## src/rtl/edge_pkg.sv

```systemverilog
// Shared definitions for the multi-channel edge detector.
//
// Contents:
//   edge_mode_t     - per-channel 2-bit edge selection
//   MODE_W          - width of one channel's mode field
//   MODE_RISE_BIT   - bit within a mode field that enables rising edges
//   MODE_FALL_BIT   - bit within a mode field that enables falling edges
package edge_pkg;

    typedef enum logic [1:0] {
        EDGE_OFF  = 2'b00,
        EDGE_RISE = 2'b01,
        EDGE_FALL = 2'b10,
        EDGE_BOTH = 2'b11
    } edge_mode_t;

    localparam int MODE_W        = 2;
    localparam int MODE_RISE_BIT = 0;
    localparam int MODE_FALL_BIT = 1;

endpackage

```

## src/rtl/edge_channel.sv

```systemverilog
// One channel of the edge detector: input sample register, debounce filter,
// debounced level, registered edge pulse and sticky pending flag.
//
// Ports:
//   clk        in   system clock
//   rst        in   synchronous active-high reset
//   sig_in     in   already-synchronised input level
//   mode       in   edge selection (off / rise / fall / both)
//   clr        in   write-1 pulse clearing pending
//   edge_pulse out  one-cycle pulse on a qualified edge
//   level      out  debounced level
//   pending    out  sticky qualified-edge flag
module edge_channel
    import edge_pkg::*;
#(
    parameter int DB_CYCLES = 1
) (
    input  logic       clk,
    input  logic       rst,
    input  logic       sig_in,
    input  edge_mode_t mode,
    input  logic       clr,
    output logic       edge_pulse,
    output logic       level,
    output logic       pending
);

    localparam int                CNT_W    = $clog2(DB_CYCLES + 1);
    localparam logic [CNT_W-1:0] CNT_LAST = CNT_W'(DB_CYCLES - 1);

    logic             s;
    logic [CNT_W-1:0] cnt;
    logic             change;
    logic             pulse_next;

    // A level change is accepted when the sample has disagreed with the
    // current level for DB_CYCLES consecutive edges. The new level is the
    // sample itself, so s tells rise from fall.
    always_comb begin
        change     = 1'b0;
        pulse_next = 1'b0;
        change     = (s != level) && (cnt == CNT_LAST);
        pulse_next = (change &  s & mode[MODE_RISE_BIT]) |
                     (change & ~s & mode[MODE_FALL_BIT]);
    end

    // Set has priority over clear on pending so an edge landing in the same
    // cycle as a clear write is never lost.
    always_ff @(posedge clk) begin
        if (rst) begin
            s          <= 1'b0;
            cnt        <= '0;
            level      <= 1'b0;
            edge_pulse <= 1'b0;
            pending    <= 1'b0;
        end else begin
            s <= sig_in;
            if (s == level) begin
                cnt <= '0;
            end else if (cnt == CNT_LAST) begin
                level <= s;
                cnt   <= '0;
            end else begin
                cnt <= cnt + 1'b1;
            end
            edge_pulse <= pulse_next;
            pending    <= (pending & ~clr) | pulse_next;
        end
    end

endmodule

```

## src/rtl/edge_detector_multi.sv

```systemverilog
// N-channel debounced edge detector with per-channel run-time edge
// selection, sticky pending flags and a combined interrupt line.
//
// Ports:
//   clk        in   system clock
//   rst        in   synchronous active-high reset
//   sig_in     in   [NUM_CH]    synchronised input levels
//   mode       in   [2*NUM_CH]  channel i mode in bits [2i+1:2i]
//                               (00 off, 01 rise, 10 fall, 11 both)
//   clr        in   [NUM_CH]    write-1 pulses clearing pending bits
//   irq_en     in   [NUM_CH]    per-channel interrupt enable
//   edge_pulse out  [NUM_CH]    one-cycle pulse per qualified edge
//   level      out  [NUM_CH]    debounced levels
//   pending    out  [NUM_CH]    sticky qualified-edge flags
//   irq        out  1           OR of (pending & irq_en)
module edge_detector_multi
    import edge_pkg::*;
#(
    parameter int NUM_CH    = 4,
    parameter int DB_CYCLES = 1
) (
    input  logic                       clk,
    input  logic                       rst,
    input  logic [NUM_CH-1:0]          sig_in,
    input  logic [MODE_W*NUM_CH-1:0]   mode,
    input  logic [NUM_CH-1:0]          clr,
    input  logic [NUM_CH-1:0]          irq_en,
    output logic [NUM_CH-1:0]          edge_pulse,
    output logic [NUM_CH-1:0]          level,
    output logic [NUM_CH-1:0]          pending,
    output logic                       irq
);

    for (genvar i = 0; i < NUM_CH; i++) begin : g_ch
        edge_channel #(
            .DB_CYCLES (DB_CYCLES)
        ) u_ch (
            .clk        (clk),
            .rst        (rst),
            .sig_in     (sig_in[i]),
            .mode       (edge_mode_t'(mode[MODE_W*i +: MODE_W])),
            .clr        (clr[i]),
            .edge_pulse (edge_pulse[i]),
            .level      (level[i]),
            .pending    (pending[i])
        );
    end

    // Enable only masks the interrupt; pending keeps latching regardless.
    assign irq = |(pending & irq_en);

endmodule
```

## config.mk

```make
export PLATFORM = sky130hd
export DESIGN_NAME = edge_detector_multi
export DESIGN_NICKNAME = d
export VERILOG_FILES = /design/src/rtl/edge_pkg.sv /design/src/rtl/edge_channel.sv /design/src/rtl/edge_detector_multi.sv
export SDC_FILE = /design/constraint.sdc
export NUM_CORES = 1
export LEC_CHECK = 0
export ABC_AREA = 1
export CAP_MARGIN = 20
export CORE_ASPECT_RATIO = 1.25
export CORE_MARGIN = 2
export CORE_UTILIZATION = 41
export DETAILED_ROUTE_END_ITERATION = 8
export PLACE_DENSITY_LB_ADDON = 0.05
export SYNTH_ARGS = -nofsm -noshare
export SYNTH_HDL_FRONTEND = slang
export SYNTH_SLANG_ARGS = --single-unit
export TNS_END_PERCENT = 5
```

## constraint.sdc

```tcl
create_clock -name clk -period 0.8 [get_ports clk]
set_input_delay 0.16 -clock clk [delete_from_list [all_inputs] [get_ports clk]]
set_output_delay 0.16 -clock clk [all_outputs]
set_load 0.03 [all_outputs]
```

==> results of run 1 <==
## kinds of logic after synthesis
kind of cell,share of synthesized area (%)
other,0.451
DFF,48.2
buffers and inverters,20.8
AOI/OAI and AO/OA,6.63
and+or+nand+nor,23.9
## worst min-delay path, cell delays in order
cell and delay (ns):
dlymetal6s2s_1 0.12, buf_4 0.15, nor2_1 0.04
## worst max-delay path by stage
stage                               from              endpoint  slack, ns  cells after the start
floorplan           g_ch[1].u_ch.pending                   irq      -0.02                      2
detailed placement                   rst  g_ch[2].u_ch.pending      -0.32                      5
CTS                 g_ch[3].u_ch.pending                   irq      -0.31                      3
finish              g_ch[0].u_ch.pending                   irq      -0.30                      3
global placement                     rst  g_ch[2].u_ch.pending      -0.30                      5
global route        g_ch[0].u_ch.pending                   irq      -0.37                      3
## synth_stat cells (3+ instances only)
cell type | count | area (um2)
o21ai_2 | 4 | 35.0
nand3_2 | 3 | 30.0
buf_4 | 12 | 90.1
nand3b_1 | 4 | 30.0
nand2_1 | 24 | 90.1
dfxtp_1 | 20 | 400
inv_1 | 16 | 60.1
a21oi_1 | 4 | 20.0
nor2_2 | 3 | 18.8
nor2_1 | 5 | 18.8
## report_power, final
| group | total (mW) | switching [mW] | internal, mW |
|---|---|---|---|
| logic | 0.385 | 0.171 | 0.214 |
| registers | 1.10 | 0.0441 | 1.06 |
| clock network | 0.448 | 0.273 | 0.175 |
## through the flow
step | util [%] | instance area, um2 | setup slack [ns]
finish | 62.5 | 1210 | -0.304
global route | 62.5 | 1210 | -0.366
CTS | 61.2 | 1180 | -0.311
detailed placement | 56.6 | 1100 | -0.322
global placement | 56.6 | 1100 | -0.300
floorplan | - | 842 | -0.0208
## area by class of cell
type,instances,area [um2],share of cell area [%]
tap,20,25.0,2.07
sequential,20,419,34.6
timing repair buffer,38,393,32.5
clock buffer,3,22.5,1.86
inverter,17,71.3,5.89
multi-input combinational,53,279,23.1
## registers in the layout, indices dropped and copies added, names as in the netlist
register,cells
g_ch.u_ch.cnt,4
g_ch.u_ch.edge_pulse,4
g_ch.u_ch.level,4
g_ch.u_ch.pending,4
g_ch.u_ch.s,4
## what timing repair did
item                                   4_1_cts  5_1_grt
pin swaps                                    3        2
setup buffers                                1        0
endpoints found under the hold margin        0        0
setup endpoints to repair                   14       21
gates resized for setup                     23       10
## metal layers
metal  routed length, um  part of all wire (%)  track usage [%]  up-vias
li1                    -                     -                -      349
met3                 107                   7.8             2.31        2
met4                  12                  0.88             9.09        0
met1                 572                    42             15.7      276
met2                 677                    49             24.5       23
met5                   0                     0                0        -
==> flow_summary_export.csv, run 1 <==
group,metric,value,unit
finish,fin_cells,151,
finish,layout-drive-gt1-share,37.4,%
logic_synthesis,ys.flop_type,"dfxtp_1",
worst_hold_path,hp-class,"in -> reg",
floorplanning,fp.dieW,44.3,um
run,drv_cap,0,
route,detail_route.iter0.violations,0,
sta,fin_crit,1.10,ns
setup_path,r2r-end,"g_ch[2].u_ch.pending",
route,routedWlPerCell,9.07,um
route,post-route-drc-count,0,
finish,final_cell_mix,"nand2_1 (22), clkdlybuf4s50_1 (20), inv_1 (16), dfxtp_2 (15), buf_6 (14)",
logic_synthesis,synth_seq_cells,20,
logic_synthesis,yosysWarnings,0,
logic_synthesis,syn_inst,100,
sta,worst_slack,-0.304,ns
finish,fin_nets,155,
placement,place_inst,147,
setup_path,crit_arrival,0.94,ns
pwr,power_density,1600,nW/um2
pwr,vdd_drop_max,0.914,mV
finish,fillers,177,
global_route,grt_pass1_vias,623,
sta,finalCritPeriodShare,138,%
setup_path,max_stage_delay,0.35,ns
setup_path,required,0.64,ns
logic_synthesis,synth_cell_types,15,
logic_synthesis,post_synth.cell_area_avg,8.31,um2
floorplanning,io_pins,35,
clocking,clk_latency,0.29,ns
logic_synthesis,synth_edf_count,0,
global_route,groute.usage.overall,14.0,%
worst_hold_path,hold_start,"rst",
clocking,clk_pin_slew,0.10,ns
status,violations,"negative setup slack",
route,routed_via_density,4.30,
floorplanning,rows,18,
clocking,cts_max_level,1,
setup_path,cp-end-kind,"primary output",
sta,max_freq,0.906,GHz
floorplanning,die_h,54.3,um
setup_path,critPathTopFamily,"flip-flops",
placement,io_buffers,34,
clocking,ctsHoldBuffers,0,
floorplanning,initial_core_util,42.9,%
setup_path,r2r_cells,5,
worst_hold_path,min_to,"g_ch[1].u_ch.s",
setup_path,rrSetupSlack,0.08,ns
status,status,"finished with violations",
sta,tns,-2.02,ns
global_route,antenna_found_initial,0,
global_route,grt_max_degree,11,
clocking,cts_buffer_depth,2,
worst_hold_path,holdPathStages,3,
finish,num_antenna_cells,0,
setup_path,cp-start-kind,"flop",
route,drt_first_pass_iters,1,
logic_synthesis,synthArstFlopShare,0,%
setup_path,critPathKind,"reg -> out",
setup_path,r2r-start,"g_ch[2].u_ch.s",
floorplanning,design.core.area,1940,um2
sta,hold_violations,0,
clocking,cts-root-buf,"clkbuf_4",
clocking,cts.sinks,20,
setup_path,crit_slowest_cell,"dfxtp_2",
pwr,power,1.93,mW
clocking,cts_tree,"yes",
logic_synthesis,ys_seq_area_share,48.2,%
global_route,grt_pass1_wl,2.44,mm
setup_path,path_buf_inv,1,
route,ant_nets,0,
route,vias,650,
sta,whs,0.208,ns
floorplanning,die_area,2400,um2
route,wirelength,1.37,mm
pwr,power.leakage,0.596,nW
logic_synthesis,synth_area,831,um2
sta,grt_setup_unrepaired,"yes",
finish,final_common_cell,"nand2_1",
clocking,numCtsBuffers,3,
setup_path,crit_path_cell_trace,"nand2_2 -> nand4_1 -> buf_6",
sta,report.final.slew_viol_count,0,
placement,dp_hpwl,1.08,mm
sta,setup_viol,13,
global_route,grt_overflow_total,0,
setup_path,path_max_fanout,3,
placement,globalplace.congestion,0.699,
finish,syn2layout_area_growth,45.6,%
sta,clock_skew,0.000273,ns
Note: power is estimated with default switching activity, not from simulation.
==> inputs of run 2 (changes only) <==
--- a/config.mk
+++ b/config.mk
@@ -12,6 +12,7 @@
 export CORE_UTILIZATION = 41
 export DETAILED_ROUTE_END_ITERATION = 8
 export PLACE_DENSITY_LB_ADDON = 0.05
+export SETUP_SLACK_MARGIN = 0.5
 export SYNTH_ARGS = -nofsm -noshare
 export SYNTH_HDL_FRONTEND = slang
 export SYNTH_SLANG_ARGS = --single-unit
==> run 2 against run 1 <==
- flip-flop and latch count unchanged
- the run still ends with negative setup slack left
- count of clock-buffer cells in the layout unchanged
- total power down 0.16%
- first-iteration DRC count up 3
- critical endpoint unchanged
- final cell count unchanged
- worst setup slack worse by 0.0015 ns
- critical path type unchanged
==> flow_summary_export.csv, run 2 (same netlist as run 1, synthesis figures left out) <==
group,metric,value,unit
floorplanning,fp.dieW,44.3,um
floorplanning,design.core.area,1940,um2
worst_hold_path,min_to,"g_ch[0].u_ch.s",
finish,num_antenna_cells,0,
sta,worst_slack,-0.306,ns
global_route,grt_max_degree,11,
pwr,power_density,1590,nW/um2
setup_path,r2r-end,"g_ch[2].u_ch.pending",
clocking,cts-root-buf,"clkbuf_4",
setup_path,r2r_cells,5,
worst_hold_path,hp-class,"in -> reg",
setup_path,cp-end-kind,"primary output",
global_route,grt_pass1_wl,2.43,mm
sta,grt_setup_unrepaired,"yes",
placement,dp_slack,-0.322,ns
setup_path,required,0.64,ns
route,wirelength,1.40,mm
placement,globalplace.congestion,0.699,
clocking,numCtsBuffers,3,
pwr,vdd_drop_max,0.918,mV
setup_path,r2r-start,"g_ch[2].u_ch.s",
global_route,groute.usage.overall,14.0,%
finish,final_cell_mix,"nand2_1 (23), dfxtp_2 (16), clkdlybuf4s50_1 (16), buf_6 (14), inv_1 (11)",
status,violations,"negative setup slack",
sta,hold_violations,0,
finish,syn2layout_area_growth,45.8,%
sta,clock_skew,0.000233,ns
placement,io_buffers,34,
clocking,clk_pin_slew,0.10,ns
status,status,"finished with violations",
finish,final_common_cell,"nand2_1",
setup_path,path_max_fanout,3,
route,detail_route.iter0.violations,3,
setup_path,critPathKind,"reg -> out",
route,post-route-drc-count,0,
worst_hold_path,holdPathStages,3,
sta,finalCritPeriodShare,138,%
floorplanning,rows,18,
route,drt_first_pass_iters,4,
global_route,grt_pass1_vias,632,
clocking,cts.sinks,20,
sta,fin_crit,1.11,ns
clocking,cts_max_level,1,
setup_path,cp-start-kind,"flop",
pwr,power,1.93,mW
clocking,ctsHoldBuffers,0,
finish,fin_nets,155,
sta,tns,-2.02,ns
finish,layout-drive-gt1-share,45.0,%
pwr,power.leakage,0.589,nW
sta,max_freq,0.904,GHz
placement,dp_hpwl,1.08,mm
route,routedWlPerCell,9.30,um
clocking,clk_latency,0.29,ns
route,routed_via_density,4.25,
clocking,cts_tree,"yes",
global_route,grt_overflow_total,0,
setup_path,rrSetupSlack,0.09,ns
clocking,cts_buffer_depth,2,
floorplanning,die_h,54.3,um
worst_hold_path,hold_start,"rst",
global_route,antenna_found_initial,0,
route,ant_nets,0,
floorplanning,initial_core_util,42.9,%
floorplanning,io_pins,35,
finish,finalCoreUtilization,62.5,%
floorplanning,die_area,2400,um2
sta,setup_viol,13,
finish,fillers,179,
setup_path,crit_arrival,0.95,ns
route,vias,641,
sta,report.final.slew_viol_count,0,
run,drv_cap,0,
-- run 2: changes by cell type in the layout (fill, tap and decap cells not counted) --
cell	change
dfxtp_4	+3
inv_1	-5
dlygate4sd2_1	+4
buf_2	+1
a21oi_2	+1
nand2_1	+1
nand2_2	-1
inv_2	+5
a21oi_1	-1
dlymetal6s2s_1	-1
dfxtp_2	+1
dfxtp_1	-4
clkdlybuf4s50_1	-4
-- run 2: stage by stage --
stage          hold WS (ns)  cell area, um2  std cells
2_1_floorplan         0.267             842        103
3_3_place_gp          0.471            1100        147
6_report              0.162            1210        151
3_5_place_dp          0.474            1100        147
4_1_cts               0.151            1190        151
5_1_grt               0.153            1210        151
-- run 2: how the worst max path moves through the flow --
| stage | startpoint | endpoint | slack (ns) | cells past startpoint |
|---|---|---|---|---|
| after floorplan | g_ch[1].u_ch.pending | irq | -0.02 | 2 |
| after global placement | rst | g_ch[2].u_ch.pending | -0.30 | 5 |
| after detailed placement | rst | g_ch[2].u_ch.pending | -0.32 | 5 |
| after CTS | g_ch[3].u_ch.pending | irq | -0.31 | 3 |
| after global routing | g_ch[0].u_ch.pending | irq | -0.36 | 3 |
| final | g_ch[0].u_ch.pending | irq | -0.31 | 3 |
-- run 2: routing by layer --
layer / up-vias / routed length [um] / part of all wire [%] / GRT usage, %
met5: - / 0 / 0 / 0
met4: 0 / 14 / 1.0 / 9.09
met3: 2 / 107 / 7.6 / 2.31
met2: 25 / 681 / 49 / 24.3
met1: 267 / 600 / 43 / 15.7
li1: 347 / - / - / -
-- run 2: cell type report --
cell class / count / area [um2] / area share, %
Inverter: 17 / 71.3 / 5.89
Timing Repair Buffer: 38 / 380 / 31.4
Clock buffer: 3 / 22.5 / 1.86
Sequential cell: 20 / 432 / 35.6
Multi-Input combinational cell: 53 / 280 / 23.1
Tap cell: 20 / 25.0 / 2.07
-- run 2: where the power goes --
group	switching [mW]	total [mW]	internal, mW
logic	0.173	0.380	0.207
clock network	0.277	0.452	0.175
registers	0.0457	1.10	1.05
total	0.496	1.93	1.43
-- run 2: timing repair --
action | in CTS | in global routing
cloned | 0 | 0
pin swaps | 15 | 6
hold endpoints to repair | 0 | 0
setup endpoints to repair | 29 | 25
setup buffers | 1 | 0
resized for setup | 44 | 8
-- run 2: worst max-delay path, cell delays in order (launching register included) --
cell	delay, ns
dfxtp_2	0.35
nand2_2	0.05
nand4_1	0.10
buf_6	0.15
